--- src/rtl/uninasoc_pkg.sv ---
// -----------------------------------------------------------------------------
// uninasoc_pkg
// SoC-wide constants shared by the crossbar slaves, plus the GPIO-in register
// map, the AXI response encoding and small mask helpers.
// No ports (package).
// -----------------------------------------------------------------------------
package uninasoc_pkg;

    // Peripheral population
    localparam int NUM_GPIO_OUT   = 8;
    localparam int NUM_GPIO_IN    = 8;
    localparam int NUM_UART       = 1;

    // IRQ vector: one line per UART plus the GPIO-in level interrupt
    localparam int NUM_IRQ        = NUM_UART + 1;

    // Crossbar slaves: main memory, UART, GPIO-out, GPIO-in
    localparam int NUM_AXI_SLAVES = 4;

    // GPIO-in register map (byte offsets inside the 4 KiB window)
    localparam logic [11:0] GPIO_IN_DATA_OFFSET     = 12'h000;
    localparam logic [11:0] GPIO_IN_IRQ_EN_OFFSET   = 12'h004;
    localparam logic [11:0] GPIO_IN_EDGE_SEL_OFFSET = 12'h008;
    localparam logic [11:0] GPIO_IN_STATUS_OFFSET   = 12'h00C;

    typedef enum logic [1:0] {
        OKAY   = 2'b00,
        SLVERR = 2'b10
    } axi_resp_t;

    // Ones in bit positions below n; used to keep unimplemented pins at zero.
    function automatic logic [31:0] gpio_mask(input int n);
        logic [31:0] m;
        for (int i = 0; i < 32; i++) begin
            m[i] = (i < n) ? 1'b1 : 1'b0;
        end
        return m;
    endfunction

    // Expand a 4-bit byte strobe into a 32-bit bit mask.
    function automatic logic [31:0] strb_mask(input logic [3:0] strb);
        return {{8{strb[3]}}, {8{strb[2]}}, {8{strb[1]}}, {8{strb[0]}}};
    endfunction

endpackage

--- src/rtl/gpio_sync.sv ---
// -----------------------------------------------------------------------------
// gpio_sync
// Multi-flop synchroniser for asynchronous input pins.
// Ports:
//   clk     - system clock
//   rst     - synchronous, active-high reset (clears every stage)
//   pins    - asynchronous inputs, WIDTH bits
//   levels  - synchronised levels, STAGES cycles behind pins
// -----------------------------------------------------------------------------
module gpio_sync #(
    parameter int WIDTH  = 8,
    parameter int STAGES = 2
) (
    input  logic             clk,
    input  logic             rst,
    input  logic [WIDTH-1:0] pins,
    output logic [WIDTH-1:0] levels
);

    logic [WIDTH-1:0] stage_r [STAGES];

    // Shift the pin levels through the synchroniser chain
    always_ff @(posedge clk) begin
        if (rst) begin
            for (int i = 0; i < STAGES; i++) begin
                stage_r[i] <= {WIDTH{1'b0}};
            end
        end else begin
            stage_r[0] <= pins;
            for (int i = 1; i < STAGES; i++) begin
                stage_r[i] <= stage_r[i-1];
            end
        end
    end

    assign levels = stage_r[STAGES-1];

endmodule

--- src/rtl/axilite_gpio_in.sv ---
// -----------------------------------------------------------------------------
// axilite_gpio_in
// AXI4-Lite input GPIO: synchronised pin levels (DATA), interrupt enable
// (IRQ_EN), per-pin edge polarity (EDGE_SEL) and sticky edge flags (STATUS,
// write-one-to-clear). int_o is a registered level interrupt.
// Ports:
//   clock_i, reset_i   - clock, synchronous active-high reset
//   s_axilite_aw*/w*/b* - write address/data/response channels
//   s_axilite_ar*/r*    - read address/data channels
//   gpio_i             - asynchronous pins, NUM_GPIO bits
//   int_o              - |(STATUS & IRQ_EN), registered
// Only addr[11:2] is decoded; offsets 0x010..0xFFF answer SLVERR.
// -----------------------------------------------------------------------------
module axilite_gpio_in
    import uninasoc_pkg::*;
#(
    parameter int NUM_GPIO    = NUM_GPIO_IN,
    parameter int SYNC_STAGES = 2,
    parameter int ADDR_WIDTH  = 32
) (
    input  logic                  clock_i,
    input  logic                  reset_i,
    input  logic [ADDR_WIDTH-1:0] s_axilite_awaddr,
    input  logic                  s_axilite_awvalid,
    output logic                  s_axilite_awready,
    input  logic [31:0]           s_axilite_wdata,
    input  logic [3:0]            s_axilite_wstrb,
    input  logic                  s_axilite_wvalid,
    output logic                  s_axilite_wready,
    output logic [1:0]            s_axilite_bresp,
    output logic                  s_axilite_bvalid,
    input  logic                  s_axilite_bready,
    input  logic [ADDR_WIDTH-1:0] s_axilite_araddr,
    input  logic                  s_axilite_arvalid,
    output logic                  s_axilite_arready,
    output logic [31:0]           s_axilite_rdata,
    output logic [1:0]            s_axilite_rresp,
    output logic                  s_axilite_rvalid,
    input  logic                  s_axilite_rready,
    input  logic [NUM_GPIO-1:0]   gpio_i,
    output logic                  int_o
);

    localparam logic [31:0] PIN_MASK = gpio_mask(NUM_GPIO);
    localparam int          WARM_W   = $clog2(SYNC_STAGES + 2);
    localparam logic [WARM_W-1:0] WARM_DONE = WARM_W'(SYNC_STAGES + 1);

    typedef enum logic {W_IDLE, W_RESP} w_state_t;
    typedef enum logic {R_IDLE, R_RESP} r_state_t;

    w_state_t            w_state_r;
    r_state_t            r_state_r;
    logic                live_r;
    logic                arready_r;
    logic                bvalid_r;
    logic                rvalid_r;
    logic                int_r;
    axi_resp_t           bresp_r;
    axi_resp_t           rresp_r;
    logic [31:0]         rdata_r;
    logic [31:0]         irq_en_r;
    logic [31:0]         edge_sel_r;
    logic [31:0]         status_r;
    logic [NUM_GPIO-1:0] prev_r;
    logic [WARM_W-1:0]   warm_r;

    logic [NUM_GPIO-1:0] sync_s;
    logic [31:0]         data_s;
    logic [31:0]         prev_s;
    logic [31:0]         edge_s;
    logic [31:0]         wr_bits_s;
    logic [31:0]         wr_keep_s;
    logic [31:0]         irq_en_nxt_s;
    logic [31:0]         edge_sel_nxt_s;
    logic [31:0]         status_nxt_s;
    logic [31:0]         rd_val_s;
    logic                warm_done_s;
    logic                wr_fire_s;
    logic                rd_fire_s;
    logic                wr_err_s;
    logic                rd_err_s;
    axi_resp_t           wr_resp_s;
    axi_resp_t           rd_resp_s;
    logic                unused_addr_s;

    gpio_sync #(
        .WIDTH  (NUM_GPIO),
        .STAGES (SYNC_STAGES)
    ) u_sync (
        .clk    (clock_i),
        .rst    (reset_i),
        .pins   (gpio_i),
        .levels (sync_s)
    );

    assign data_s      = 32'(sync_s);
    assign prev_s      = 32'(prev_r);
    assign warm_done_s = (warm_r == WARM_DONE);

    // live_r keeps awready low while reset is held, since awready is decoded
    // straight from the request valids.
    assign wr_fire_s = live_r && (w_state_r == W_IDLE) && s_axilite_awvalid && s_axilite_wvalid;
    assign rd_fire_s = arready_r && s_axilite_arvalid;
    assign wr_err_s  = (s_axilite_awaddr[11:4] != 8'h00);
    assign rd_err_s  = (s_axilite_araddr[11:4] != 8'h00);

    assign wr_keep_s = strb_mask(s_axilite_wstrb) & PIN_MASK;
    assign wr_bits_s = s_axilite_wdata & wr_keep_s;

    assign unused_addr_s = ^{s_axilite_awaddr[ADDR_WIDTH-1:12], s_axilite_awaddr[1:0],
                             s_axilite_araddr[ADDR_WIDTH-1:12], s_axilite_araddr[1:0]};

    // Per-pin edge qualification; idle until the synchroniser has flushed
    always_comb begin
        edge_s = 32'h0000_0000;
        if (warm_done_s) begin
            edge_s = ((edge_sel_r & prev_s & ~data_s) | (~edge_sel_r & ~prev_s & data_s)) & PIN_MASK;
        end else begin
            edge_s = 32'h0000_0000;
        end
    end

    // Next register values: byte-masked writes, W1C on STATUS with set priority
    always_comb begin
        irq_en_nxt_s   = irq_en_r;
        edge_sel_nxt_s = edge_sel_r;
        status_nxt_s   = status_r | edge_s;
        if (wr_fire_s && !wr_err_s) begin
            case (s_axilite_awaddr[3:2])
                2'd1:    irq_en_nxt_s   = (irq_en_r & ~wr_keep_s) | wr_bits_s;
                2'd2:    edge_sel_nxt_s = (edge_sel_r & ~wr_keep_s) | wr_bits_s;
                2'd3:    status_nxt_s   = (status_r & ~wr_bits_s) | edge_s;
                default: status_nxt_s   = status_r | edge_s;
            endcase
        end else begin
            status_nxt_s = status_r | edge_s;
        end
    end

    // Read data mux and response codes
    always_comb begin
        rd_val_s  = 32'h0000_0000;
        rd_resp_s = OKAY;
        wr_resp_s = OKAY;
        if (rd_err_s) begin
            rd_val_s  = 32'h0000_0000;
            rd_resp_s = SLVERR;
        end else begin
            case (s_axilite_araddr[3:2])
                2'd0:    rd_val_s = data_s;
                2'd1:    rd_val_s = irq_en_r;
                2'd2:    rd_val_s = edge_sel_r;
                2'd3:    rd_val_s = status_r;
                default: rd_val_s = 32'h0000_0000;
            endcase
        end
        if (wr_err_s) begin
            wr_resp_s = SLVERR;
        end else begin
            wr_resp_s = OKAY;
        end
    end

    // Register file, edge history, warm-up counter and interrupt
    always_ff @(posedge clock_i) begin
        if (reset_i) begin
            live_r     <= 1'b0;
            irq_en_r   <= 32'h0000_0000;
            edge_sel_r <= 32'h0000_0000;
            status_r   <= 32'h0000_0000;
            prev_r     <= {NUM_GPIO{1'b0}};
            warm_r     <= {WARM_W{1'b0}};
            int_r      <= 1'b0;
        end else begin
            live_r     <= 1'b1;
            irq_en_r   <= irq_en_nxt_s;
            edge_sel_r <= edge_sel_nxt_s;
            status_r   <= status_nxt_s;
            prev_r     <= sync_s;
            if (!warm_done_s) begin
                warm_r <= warm_r + WARM_W'(1);
            end
            int_r      <= |(status_r & irq_en_r);
        end
    end

    // Write channel FSM: joint AW/W acceptance, then hold B until taken
    always_ff @(posedge clock_i) begin
        if (reset_i) begin
            w_state_r <= W_IDLE;
            bvalid_r  <= 1'b0;
            bresp_r   <= OKAY;
        end else begin
            case (w_state_r)
                W_IDLE: begin
                    if (wr_fire_s) begin
                        bvalid_r  <= 1'b1;
                        bresp_r   <= wr_resp_s;
                        w_state_r <= W_RESP;
                    end
                end
                W_RESP: begin
                    if (s_axilite_bready) begin
                        bvalid_r  <= 1'b0;
                        w_state_r <= W_IDLE;
                    end
                end
                default: begin
                    bvalid_r  <= 1'b0;
                    w_state_r <= W_IDLE;
                end
            endcase
        end
    end

    // Read channel FSM: latch data on AR, hold R stable until taken
    always_ff @(posedge clock_i) begin
        if (reset_i) begin
            r_state_r <= R_IDLE;
            arready_r <= 1'b0;
            rvalid_r  <= 1'b0;
            rdata_r   <= 32'h0000_0000;
            rresp_r   <= OKAY;
        end else begin
            case (r_state_r)
                R_IDLE: begin
                    if (rd_fire_s) begin
                        rdata_r   <= rd_val_s;
                        rresp_r   <= rd_resp_s;
                        rvalid_r  <= 1'b1;
                        arready_r <= 1'b0;
                        r_state_r <= R_RESP;
                    end else begin
                        arready_r <= 1'b1;
                    end
                end
                R_RESP: begin
                    if (s_axilite_rready) begin
                        rvalid_r  <= 1'b0;
                        arready_r <= 1'b1;
                        r_state_r <= R_IDLE;
                    end
                end
                default: begin
                    rvalid_r  <= 1'b0;
                    arready_r <= 1'b0;
                    r_state_r <= R_IDLE;
                end
            endcase
        end
    end

    assign s_axilite_awready = wr_fire_s;
    assign s_axilite_wready  = wr_fire_s;
    assign s_axilite_bvalid  = bvalid_r;
    assign s_axilite_bresp   = bresp_r;
    assign s_axilite_arready = arready_r;
    assign s_axilite_rvalid  = rvalid_r;
    assign s_axilite_rdata   = rdata_r;
    assign s_axilite_rresp   = rresp_r;
    assign int_o             = int_r;

endmodule

--- config.mk ---
export PLATFORM = sky130hd
export DESIGN_NAME = axilite_gpio_in
export DESIGN_NICKNAME = d
export VERILOG_FILES = /design/src/rtl/uninasoc_pkg.sv /design/src/rtl/gpio_sync.sv /design/src/rtl/axilite_gpio_in.sv
export SDC_FILE = /design/constraint.sdc
export NUM_CORES = 1
export LEC_CHECK = 0
export BUFFER_PORTS_ARGS = -buffer_cell sky130_fd_sc_hd__buf_2
export CAP_MARGIN = 20
export CORE_ASPECT_RATIO = 1.2
export CORE_MARGIN = 2
export CORE_UTILIZATION = 44
export CTS_CLUSTER_SIZE = 14
export DETAILED_ROUTE_END_ITERATION = 10
export GPL_ROUTABILITY_DRIVEN = 0
export PLACE_DENSITY = 0.77
export REMOVE_ABC_BUFFERS = 1
export SLEW_MARGIN = 20
export SYNTH_ARGS = -nofsm -noshare
export SYNTH_HDL_FRONTEND = slang
export SYNTH_SLANG_ARGS = --single-unit
--- constraint.sdc ---
create_clock -name clock_i -period 1.9 [get_ports clock_i]
set_input_delay 0.19 -clock clock_i [delete_from_list [all_inputs] [get_ports clock_i]]
set_output_delay 0.19 -clock clock_i [all_outputs]
set_load 0.01 [all_outputs]
==> results.sh, run 1 <==
export IMPL_run_status="finished clean"
export IMPL_synthToLayoutAreaGrowth_pct=17.2
export IMPL_post_synth_top_area_cell="dfxtp_1"
export IMPL_design_die_area_um2=7240
export IMPL_tritoncts="built"
export IMPL_cts_repair_timing_setup_buffer_count=0
export IMPL_worstPathBufferInverterCount=2
export IMPL_routed_via_count=2195
export IMPL_clock_transition_at_the_registers_of_the_reported_paths_ns=0.06
export IMPL_synthArstFlopShare_pct=0
export IMPL_post_route_cells_drive_above_1_share_pct=28.1
export IMPL_final_common_cell="dfxtp_1"
export IMPL_post_synthesis_average_cell_area_um2=10.6
export IMPL_fp_dieH_um=92.8
export IMPL_initial_antenna_violation_count=0
export IMPL_antenna_violating_nets_post_route=0
export IMPL_vias_per_cell=5.14
export IMPL_route_detailed_wl_per_inst_um=14.4
export IMPL_synth_top_flop_cell="dfxtp_1"
export IMPL_io_buffer_count=59
export IMPL_cts_root_to_sink_buffers=2
export IMPL_clkLatencyLatePin_ns=0.35
export IMPL_fin_nets=454
export IMPL_antenna_cells_inserted=0
export IMPL_timing_setup_tns_ns=0
export IMPL_power_total_mw=2.82
export IMPL_maxCapViolations=0
export IMPL_number_of_clock_buffers_inserted_by_tritoncts=9
export IMPL_fp_row_count=32
export IMPL_synth_edf_count=0
export IMPL_number_of_top_level_pins=157
export IMPL_synthDistinctLibCells=36
export IMPL_rsz_0062_raised_after_global_routing="false"
export IMPL_grt_start_max_net_pins=29
export IMPL_power_ir_vdd_worst_uv=420
export IMPL_synthTopCellsByArea="dfxtp_1 (46%), buf_4 (7.0%), mux4_2 (6.2%)"
export IMPL_synth_top_area_share_pct=46.4
export IMPL_post_synth_inst_count=273
export IMPL_die_width_um=78.0
export IMPL_critical_path_start_type="flip-flop"
export IMPL_list_of_cells_traversed_by_the_critical_path="nand4b_1 -> buf_4 -> nor4_2 -> buf_4 -> a31oi_1"
export IMPL_max_stage_delay_ns=0.32
export IMPL_place_hpwl_um=4380
export IMPL_gr_total_overflow=0
export IMPL_postSynthRegisterBits=67
export IMPL_clock_sinks=67
export IMPL_power_static_leakage_nw=1.48
export IMPL_ctsResizeCount=0
export IMPL_critical_setup_path_class="reg -> reg"
export IMPL_switching_fraction_pct=23.7
export IMPL_finalHoldViolations=0
export IMPL_placed_cell_area_um2=3220
export IMPL_floorplan_core_area_um2=6410
export IMPL_cts_root_buffer_cell="clkbuf_8"
export IMPL_number_of_drc_violations_after_detailed_routing=0
export IMPL_dr_pass1_iters=4
export IMPL_clock_skew_final_ns=0.00633
export IMPL_cp_max_fo=8
export IMPL_final_design_area_no_fill_um2=3390
export IMPL_clock_power_share_pct=39.1
export IMPL_mostFrequentLayoutCells="dfxtp_1 (67), buf_2 (59), conb_1 (26)"
export IMPL_global_router_s_overall_resource_usage_pct=17.9
export IMPL_power_internal_mw=2.15
export IMPL_worstHoldPathType="in -> reg"
export IMPL_route_final_wire_length_um=6130
export IMPL_final_critical_path_required_period_ns=1.65
export IMPL_path_delay_family="simple AND/OR/NAND/NOR gates"
export IMPL_via_count_of_the_first_global_routing_pass=2117
export IMPL_number_of_buffers_inserted_by_hold_repair_at_cts=0
export IMPL_critical_path_slowest_cell="dfxtp_1"
export IMPL_seq_area_frac_synth_pct=46.4
export IMPL_setup_violations=0
export IMPL_htree_num_levels=3
export IMPL_critPathCaptureType="flip-flop"
export IMPL_fmax_mhz=606
export IMPL_yosysWarningCount=0
export IMPL_drtIter0Drc=105
export IMPL_critPathMostFrequentCell="buf_4"
export IMPL_floorplan_initialDensity_pct=45.2
export IMPL_final_period_utilization_pct=86.8
export IMPL_p_switching_uw=668
export IMPL_cellPowerDensity_nw_per_um2=832
export IMPL_power_share_combinational_pct=8.8
export IMPL_final_max_slew_violation_count=0
export IMPL_syn_cell_area_um2=2890
export IMPL_power_sequential_fraction_pct=52.1
export IMPL_cp_data_required_time_ns=2.13
export IMPL_crit_arrival_ns=1.88
export IMPL_grt_pass1_wl_um=9780
-- power by group through the flow --
stage | sequential, mW | combinational (mW) | clock (mW)
final | 1.47 | 0.247 | 1.10
after global routing | 1.47 | 0.276 | 1.19
after CTS | 1.47 | 0.249 | 1.13
after detailed placement | 1.50 | 0.247 | 0
after global placement | 1.50 | 0.241 | 0
after floorplan | 1.50 | 0.129 | 0
-- per-stage QoR --
stage | hold slack, ns | worst slack [ns] | std cells | util (%)
after detailed placement | 0.399 | 0.119 | 412 | 50.2
after floorplan | 0.259 | 0.232 | 256 | -
after global routing | 0.0310 | 0.173 | 427 | 52.9
after CTS | 0.0297 | 0.257 | 427 | 52.9
final | 0.0424 | 0.250 | 427 | 52.9
after global placement | 0.385 | 0.136 | 412 | 50.2
-- synth_stat cells, types with 4 or more instances --
| cell | instances |
|---|---|
| clkbuf_1 | 10 |
| nand2_1 | 24 |
| nor2b_1 | 25 |
| and4b_1 | 8 |
| buf_4 | 27 |
| a22oi_1 | 4 |
| nor2_1 | 13 |
| nor3_1 | 4 |
| a31oi_1 | 8 |
| or4_1 | 4 |
| o31ai_1 | 8 |
| mux2i_1 | 17 |
| a32o_1 | 8 |
| dfxtp_1 | 67 |
| mux4_2 | 8 |
| nor4bb_1 | 8 |
-- final cells by class --
type / count / area [um^2]
clock buffer: 12 / 135
inverter: 3 / 11.3
clock inverter: 3 / 40.0
fill: 591 / 3020
sequential: 67 / 1340
timing repair buffer: 71 / 398
multi-input combinational: 186 / 1360
tap: 85 / 106
-- per-layer routing --
layer | wire [um] | vias up | global-route usage, %
met3 | 391 | 10 | 4.68
met1 | 2650 | 1045 | 20.5
met4 | 111 | 0 | 10.8
met2 | 2970 | 69 | 29.7
met5 | 0 | - | 0
li1 | - | 1071 | -
-- kinds of logic after synthesis --
family	share of synthesized area, %
xor gates and xnor gates	0.303
buffers and inverters	9.90
and+or+nand+nor	21.8
other	0.130
muxes	12.1
AOI/OAI and AO/OA	9.00
adders and majority gates	0.432
DFF	46.4
-- path summary, 6_finish.rpt --
kind / from / endpoint / slack [ns] / cells past startpoint
max: w_state_r$_SDFF_PP0_ / status_r[5]$_SDFF_PP0_ / 0.25 / 5
max reg2reg: w_state_r$_SDFF_PP0_ / status_r[5]$_SDFF_PP0_ / 0.25 / 5
min: s_axilite_bready / s_axilite_bvalid$_SDFFE_PP0P_ / 0.04 / 2
min reg2reg: u_sync.stage_r[0][1]$_SDFF_PP0_ / u_sync.stage_r[0][9]$_SDFF_PP0_ / 0.43 / 1
No activity file was read; power rests on OpenSTA's default activity.
==> run 2, diff against run 1 <==
PLACE_DENSITY = 0.78   (was 0.77)
==> run 2 against run 1 <==
Compared with the run above: combinational power hardly changed; highest routed layer unchanged; largest power group unchanged; sequential power hardly changed; clock power hardly changed; clock skew is 0.00092 ns higher; fmax is 1.8% higher; utilization is 0.059 points higher; hold slack better by 0.0027 ns; via count is 0.55% higher; cell count is 0.23% higher; count of clock-buffer cells in the layout is 3 higher; sequential share of layout area hardly changed; critical path depth stayed put.
==> results.sh, run 2 (synthesis gave the netlist of run 1 again) <==
export IMPL_initial_antenna_violation_count=0
export IMPL_synthToLayoutAreaGrowth_pct=17.3
export IMPL_rsz_0062_raised_after_global_routing="false"
export IMPL_nFillCells=593
export IMPL_cts_root_buffer_cell="clkbuf_8"
export IMPL_timing_hold_worst_endpoint="status_r[2]$_SDFF_PP0_"
export IMPL_route_final_wire_length_um=5990
export IMPL_power_total_mw=2.83
export IMPL_worst_hold_startpoint="s_axilite_wdata[2]"
export IMPL_cts_root_to_sink_buffers=2
export IMPL_htree_num_levels=3
export IMPL_layout_core_utilization_pct=53.0
export IMPL_critPathCaptureType="flip-flop"
export IMPL_reg2reg_slack_ns=0.28
export IMPL_maxCapViolations=0
export IMPL_dr_pass1_iters=6
export IMPL_mostFrequentLayoutCells="dfxtp_1 (67), buf_2 (59), conb_1 (26)"
export IMPL_number_of_top_level_pins=157
export IMPL_antenna_cells_inserted=0
export IMPL_final_critical_path_required_period_ns=1.62
export IMPL_via_count_of_the_first_global_routing_pass=2121
export IMPL_global_router_s_overall_resource_usage_pct=17.6
export IMPL_r2r_start="w_state_r$_SDFF_PP0_"
export IMPL_fin_nets=454
export IMPL_clkLatencyLatePin_ns=0.34
export IMPL_io_buffer_count=59
export IMPL_timing_setup_tns_ns=0
export IMPL_clock_skew_final_ns=0.00724
export IMPL_crit_arrival_ns=1.89
export IMPL_post_route_cells_drive_above_1_share_pct=28.6
export IMPL_vias_per_cell=5.16
export IMPL_final_period_utilization_pct=85.3
export IMPL_number_of_clock_buffers_inserted_by_tritoncts=9
export IMPL_routed_via_count=2207
export IMPL_clock_transition_at_the_registers_of_the_reported_paths_ns=0.07
export IMPL_hold_path_cell_count=2
export IMPL_power_ir_vdd_worst_uv=420
export IMPL_grt_pass1_wl_um=9690
export IMPL_final_common_cell="dfxtp_1"
export IMPL_gr_total_overflow=0
export IMPL_clock_sinks=67
export IMPL_cp_data_required_time_ns=2.17
export IMPL_run_status="finished clean"
export IMPL_floorplan_core_area_um2=6410
export IMPL_worstHoldPathType="in -> reg"
export IMPL_number_of_drc_violations_after_detailed_routing=0
export IMPL_cp_max_fo=7
export IMPL_drtIter0Drc=151
export IMPL_tritoncts="built"
export IMPL_setup_violations=0
export IMPL_fp_dieH_um=92.8
export IMPL_number_of_buffers_inserted_by_hold_repair_at_cts=0
export IMPL_finalHoldViolations=0
export IMPL_final_max_slew_violation_count=0
export IMPL_die_width_um=78.0
export IMPL_floorplan_initialDensity_pct=45.2
export IMPL_fp_row_count=32
export IMPL_power_static_leakage_nw=1.48
export IMPL_cts_repair_timing_setup_buffer_count=0
export IMPL_antenna_violating_nets_post_route=0
export IMPL_fmax_mhz=617
export IMPL_timing_reg2reg_worst_path_depth=5
export IMPL_ctsResizeCount=0
export IMPL_critical_setup_path_class="reg -> reg"
export IMPL_cellPowerDensity_nw_per_um2=834
export IMPL_critical_path_start_type="flip-flop"
export IMPL_design_die_area_um2=7240
export IMPL_route_detailed_wl_per_inst_um=14.0
export IMPL_grt_start_max_net_pins=22
export IMPL_place_hpwl_um=4270
-- run 2: changes by cell type in the layout (fill, tap and decap cells not counted), sizes merged --
cell,delta
bufinv,-1
clkbuf,+3
clkinv,-1
-- run 2: how the worst max path moves through the flow --
stage	start	to	slack, ns	cells past startpoint
after global routing	w_state_r$_SDFF_PP0_	flip-flop	0.15	5
final	w_state_r$_SDFF_PP0_	flip-flop	0.28	5
after CTS	w_state_r$_SDFF_PP0_	flip-flop	0.28	5
after floorplan	s_axilite_awaddr[11]	flip-flop	0.23	3
after detailed placement	s_axilite_awaddr[11]	flip-flop	0.08	4
after global placement	s_axilite_awaddr[11]	flip-flop	0.11	4
-- run 2: cell type report --
| type | count | area, um^2 | area share, % |
|---|---|---|---|
| multi-input cells | 186 | 1360 | 40.0 |
| flip-flops and latches | 67 | 1340 | 39.5 |
| repair buffers | 71 | 385 | 11.4 |
| clock buffers | 15 | 186 | 5.49 |
| well taps | 85 | 106 | 3.13 |
| inverters | 3 | 11.3 | 0.332 |
| clock inverters | 1 | 5.00 | 0.147 |
-- run 2: critical path, stage by stage, from the launching register on --
cell and delay [ns]:
dfxtp_1 0.32, nand4b_1 0.32, buf_4 0.25, nor4_4 0.25
buf_4 0.22, mux2i_1 0.19
-- run 2: power breakdown --
part | total [mW] | leakage [nW] | internal (mW) | switching [mW]
registers | 1.47 | 0.546 | 1.45 | 0.0253
clock network | 1.11 | 0.0997 | 0.616 | 0.492
logic | 0.250 | 0.839 | 0.110 | 0.140
total | 2.83 | 1.48 | 2.17 | 0.658
-- run 2: metal layers --
metal | vias up | global-route usage (%) | wire length (um)
met4 | 0 | 9.65 | 119
met2 | 84 | 27.3 | 2800
met1 | 1046 | 22.1 | 2630
met3 | 11 | 4.97 | 443
met5 | - | 0 | 0
li1 | 1066 | - | -
-- run 2: through the flow --
stage	hold slack [ns]	cell area, um^2	cells	setup WS [ns]
after detailed placement	0.399	3200	412	0.0769
final	0.0451	3390	428	0.280
after CTS	0.0337	3390	428	0.284
after global placement	0.385	3200	412	0.110
after global routing	0.0412	3390	428	0.149
after floorplan	0.259	2710	256	0.232
